==> src/rtl/opl3_clk_en_gen.sv <==
// opl3_clk_en_gen: fractional-N sample clock enable (rate inc/mod) with aligned sub-rate enables
// and glitch-free runtime reconfiguration at sample boundaries.
module opl3_clk_en_gen #(
    parameter int ACC_WIDTH = 24,
    parameter logic [ACC_WIDTH-1:0] DEFAULT_INC = 1,
    parameter logic [ACC_WIDTH-1:0] DEFAULT_MOD = 256,
    parameter int NUM_SUB = 2,
    parameter int SUB_DIV_WIDTH = 8,
    parameter logic [NUM_SUB-1:0][SUB_DIV_WIDTH-1:0] SUB_DIV = {8'd16, 8'd4}
) (
    input  logic                 clk,
    input  logic                 reset_n,
    input  logic                 en,
    input  logic                 restart,
    input  logic                 cfg_wr,
    input  logic [ACC_WIDTH-1:0] cfg_inc,
    input  logic [ACC_WIDTH-1:0] cfg_mod,
    output logic                 sample_clk_en,
    output logic [NUM_SUB-1:0]   sub_clk_en,
    output logic                 cfg_pending,
    output logic                 cfg_err
);
    logic [ACC_WIDTH-1:0] acc_q, acc_d, inc_q, inc_d, mod_q, mod_d;
    logic [ACC_WIDTH-1:0] sh_inc_q, sh_inc_d, sh_mod_q, sh_mod_d;
    logic [NUM_SUB-1:0][SUB_DIV_WIDTH-1:0] cnt_q, cnt_d;
    logic [NUM_SUB-1:0] sub_q, sub_d;
    logic sample_q, sample_d, pend_q, pend_d, err_q, err_d;
    logic [ACC_WIDTH:0] sum, wrap;
    logic wr_ok, run, pulse, use_new, use_shadow;

    always_comb begin
        wr_ok = cfg_wr && cfg_inc != '0 && cfg_inc <= cfg_mod;
        run = en && !restart;
        sum = {1'b0, acc_q} + {1'b0, inc_q};
        wrap = sum - {1'b0, mod_q};
        pulse = run && sum >= {1'b0, mod_q};
        sample_d = pulse;
        acc_d = restart ? '0 : !en ? acc_q : pulse ? wrap[ACC_WIDTH-1:0] : sum[ACC_WIDTH-1:0];
        sub_d = '0;
        cnt_d = cnt_q;
        for (int i = 0; i < NUM_SUB; i++) begin
            sub_d[i] = pulse && cnt_q[i] == SUB_DIV[i] - SUB_DIV_WIDTH'(1);
            cnt_d[i] = (restart || sub_d[i]) ? '0 : pulse ? cnt_q[i] + 1'b1 : cnt_q[i];
        end
        // While idle a fresh write wins outright; at a boundary only the older shadow applies
        use_new = !run && wr_ok;
        use_shadow = (!run || pulse) && pend_q && !use_new;
        inc_d = use_new ? cfg_inc : use_shadow ? sh_inc_q : inc_q;
        mod_d = use_new ? cfg_mod : use_shadow ? sh_mod_q : mod_q;
        sh_inc_d = wr_ok ? cfg_inc : sh_inc_q;
        sh_mod_d = wr_ok ? cfg_mod : sh_mod_q;
        pend_d = run && (wr_ok || (pend_q && !pulse));
        err_d = cfg_wr ? !wr_ok : err_q;
    end

    always_ff @(posedge clk or negedge reset_n) begin
        if (!reset_n) begin
            acc_q <= '0;
            inc_q <= DEFAULT_INC;
            mod_q <= DEFAULT_MOD;
            sh_inc_q <= DEFAULT_INC;
            sh_mod_q <= DEFAULT_MOD;
            cnt_q <= '0;
            sub_q <= '0;
            sample_q <= 1'b0;
            pend_q <= 1'b0;
            err_q <= 1'b0;
        end else begin
            acc_q <= acc_d;
            inc_q <= inc_d;
            mod_q <= mod_d;
            sh_inc_q <= sh_inc_d;
            sh_mod_q <= sh_mod_d;
            cnt_q <= cnt_d;
            sub_q <= sub_d;
            sample_q <= sample_d;
            pend_q <= pend_d;
            err_q <= err_d;
        end
    end

    assign sample_clk_en = sample_q;
    assign sub_clk_en = sub_q;
    assign cfg_pending = pend_q;
    assign cfg_err = err_q;
endmodule

==> config.mk <==
export PLATFORM = sky130hd
export DESIGN_NAME = opl3_clk_en_gen
export DESIGN_NICKNAME = d
export VERILOG_FILES = /design/src/rtl/opl3_clk_en_gen.sv
export SDC_FILE = /design/constraint.sdc
export NUM_CORES = 1
export LEC_CHECK = 0
export ABC_AREA = 1
export CORE_MARGIN = 5
export CORE_UTILIZATION = 41
export CTS_BUF_LIST = sky130_fd_sc_hd__clkbuf_8
export CTS_CLUSTER_DIAMETER = 60
export DETAILED_ROUTE_END_ITERATION = 10
export PLACE_DENSITY = 0.59
export SLEW_MARGIN = 10
export SYNTH_ARGS = -nofsm -noshare
export SYNTH_HDL_FRONTEND = slang
export SYNTH_SLANG_ARGS = --single-unit
==> constraint.sdc <==
create_clock -name clk -period 9.9 [get_ports clk]
set_clock_uncertainty 0.2 [all_clocks]
set_input_delay 1.98 -clock clk [delete_from_list [all_inputs] [get_ports clk]]
set_output_delay 1.98 -clock clk [all_outputs]
set_load 0.02 [all_outputs]
==> out/results.ini <==
[run_status]
status = complete, no violations

[final_layout]
area_growth_pct = 11.3
filler_cell_count = 2551
fin_area_sq_um = 11300
final_layout_size_suffix_gt1_share_pct = 4.14
nNetsFinal = 1663
sequential_cell_area_sq_um = 3530
antennaDiodeCount = 0
multi_input_area_sq_um = 5730

[placed_design]
hpwlAfterDp_mm = 21.3
place_congestion = 0.894
placed_cell_area_sq_um = 11000
io_buffers = 57

[die]
start_util_pct = 41.8
io_pins = 58
rows = 57
die_h_um = 168
dieArea_sq_um = 28100
fp.dieW_um = 168
core_area_sq_um = 24400

[setup_path]
worstSetupPathType = in -> reg
critPathMaxFanout = 50
worstPathArrival_ns = 5.87
cp-start-kind = input pin
crit_required_ns = 10.06
end_kind = flop

[clock_network]
cts_resized = 0
clk_pin_slew_ns = 0.08
post_cts_buffers = 0
cts_buffers = 17
clockRootBuffer = clkbuf_8
cts_tree = yes
postCtsHoldBufs = 0
cts_sinks = 141
clk_path_buf_depth = 2
h-tree-depth = 4
clock_latency_ns = 0.47

[power_and_ir_drop]
p_clk_share_pct = 12.2
powerDensity_nw_per_um2 = 343
combPwrFrac_pct = 65.7
switching_share_pct = 52.2
p_seq_share_pct = 22.1
ir_drop_mv = 0.143
p_leak_nw = 6.29
power.internal_mw = 1.86
p_sw_mw = 2.03

[synth]
synthArstFlopShare_pct = 100
synth_area_per_cell_sq_um = 6.80
yosysWarningCount = 0
ys_ff_latch = 141
syn_nets = 1628
yosysUniqueCellTypes = 38
synth_area_sq_um = 10200
syn-instance-count = 1499
yosysSeqAreaShare_pct = 34.7
synth_edf_count = 0
ys.flop_type = dfrtp_1

[timing]
fin_crit_sh_pct = 57.7
max_freq_mhz = 175
slew_headroom_pct = 40.5
min_period_ns = 5.72
slew_violations = 0
tightest_slew_ns = 0.893
tns_ns = 0
rsz0062_at_grt = no
setup_violations = 0
hold_violations = 0

[drt]
routedWlPerCell_um = 15.4
drc = 0
wirelength_mm = 28.7
routed-via-count = 9475
dr.pass1.iters = 5
vias_per_cell = 5.07
drtAntennaViolNets = 0
drt_iter0_markers = 619

[global_routing]
grt-ovfl-total = 0
grt_max_degree = 74
grt_usage_pct = 20.5
antenna_found_initial = 0
first_global_vias = 9177
grt_pass1_wl_mm = 47.0

[flow_run]
drv_cap = 0

[worst_hold_path]
min_path_type = reg -> reg

## placed cells by master, fill, tap and decap left out, types with 23 or more instances in the layout
cell / synthesis / final
dfrtp_1: 137 / 137
o21ai_0: 87 / 87
xor2_1: 23 / 23
ha_1: 74 / 74
nand4_1: 77 / 77
clkdlybuf4s50_1: 0 / 56
a21oi_1: 61 / 61
nor2_1: 83 / 83
nand2_1: 618 / 617
nand3_1: 37 / 37
inv_1: 172 / 172
## routing by layer
layer	global-route usage (%)	share of wire, %	vias to the layer above
li1	-	-	4859
met1	29.3	49	4357
met2	32.1	45	212
met3	3.28	4.3	47
met4	5.86	2.2	0
met5	0	0	-
## critical path, cell delays in order
cell             delay [ns]
clkdlybuf4s50_1        0.49
inv_1                  0.08
ha_1                   0.30
nand2_1                0.07
nor2_1                 0.14
nand4_1                0.14
nor2_1                 0.15
nand2_1                0.07
nand3_1                0.06
nand2_1                0.28
buf_4                  0.39
nand2_2                0.64
buf_4                  0.47
clkinv_1               0.35
nand2_1                0.14
nand2_1                0.06
## through the flow
step	hold slack (ns)	setup slack, ns	cells	total power, mW	util, %
4_1_cts	0.281	4.20	1869	3.89	46.5
3_5_place_dp	0.265	3.70	1839	3.39	44.9
5_1_grt	0.302	3.84	1869	4.28	46.5
2_1_floorplan	0.247	6.05	1499	2.77	-
3_3_place_gp	0.259	3.76	1839	3.38	44.9
6_report	0.283	4.18	1869	3.89	46.5
## synthesized netlist by cell type, types with 4 or more instances
cell type | n | area share [%]
nand2_1 | 618 | 23
inv_1 | 172 | 6.3
dfrtp_1 | 137 | 34
o21ai_0 | 87 | 4.3
nor2_1 | 83 | 3.1
nand4_1 | 77 | 4.7
ha_1 | 74 | 9.1
a21oi_1 | 61 | 3.0
nand3_1 | 37 | 1.8
clkbuf_1 | 24 | 0.88
xor2_1 | 23 | 2.0
buf_2 | 12 | 0.59
xnor2_1 | 12 | 1.0
o21bai_1 | 9 | 0.66
buf_6 | 8 | 0.88
nand2_2 | 8 | 0.49
nor3_1 | 8 | 0.39
nor4_1 | 5 | 0.31
o211ai_1 | 5 | 0.37
dfstp_2 | 4 | 1.0
## registers in the layout, summed over array words and instances, names as in the netlist
name	cells
cnt_q	16
cfg_err	1
cfg_pending	1
sh_mod_q	24
sh_inc_q	24
inc_q	24
mod_q	24
acc_q	24
sample_clk_en	1
sub_clk_en	2
## path summary, 6_finish.rpt
check                      slack (ns)          end         from  cells past startpoint
max                              4.18  sh_mod_q[0]  cfg_mod[15]                     16
min                              0.28     mod_q[8]     mod_q[8]                      2
max reg2reg                      4.61    mod_q[10]     inc_q[0]                     25
min reg2reg                      0.28     mod_q[8]     mod_q[8]                      2
max in group asynchronous        6.76  sh_mod_q[3]      reset_n                      2
min in group asynchronous        1.33    cnt_q[13]      reset_n                      1
## final cells by class
type / count / area share, %
multi-input cells: 1133 / 50.5
flip-flops and latches: 141 / 31.2
repair buffers: 66 / 5.64
clock buffers: 17 / 2.06
clock inverters: 13 / 1.25
well taps: 324 / 3.58
inverters: 175 / 5.79
## power by group through the flow
stage | Clock, mW | Combinational (mW) | Sequential [mW]
final | 0.473 | 2.56 | 0.860
after global routing | 0.515 | 2.89 | 0.880
after CTS | 0.489 | 2.54 | 0.859
after detailed placement | 0 | 2.52 | 0.870
after global placement | 0 | 2.51 | 0.867
after floorplan | 0 | 1.93 | 0.833
## cell families (layout without fill, tap and decap cells)
family | after synthesis | after routing | synth area share [%]
AO/OA/AOI/OAI | 174 | 174 | 9.24
XOR/XNOR | 35 | 35 | 3.01
adder cells (fa/ha/maj) | 76 | 76 | 9.48
buffers and inverters | 225 | 271 | 9.14
flip-flops | 141 | 141 | 34.7
AND/OR/NAND/NOR | 848 | 848 | 34.5
Note: power is estimated with default switching activity, not from simulation.
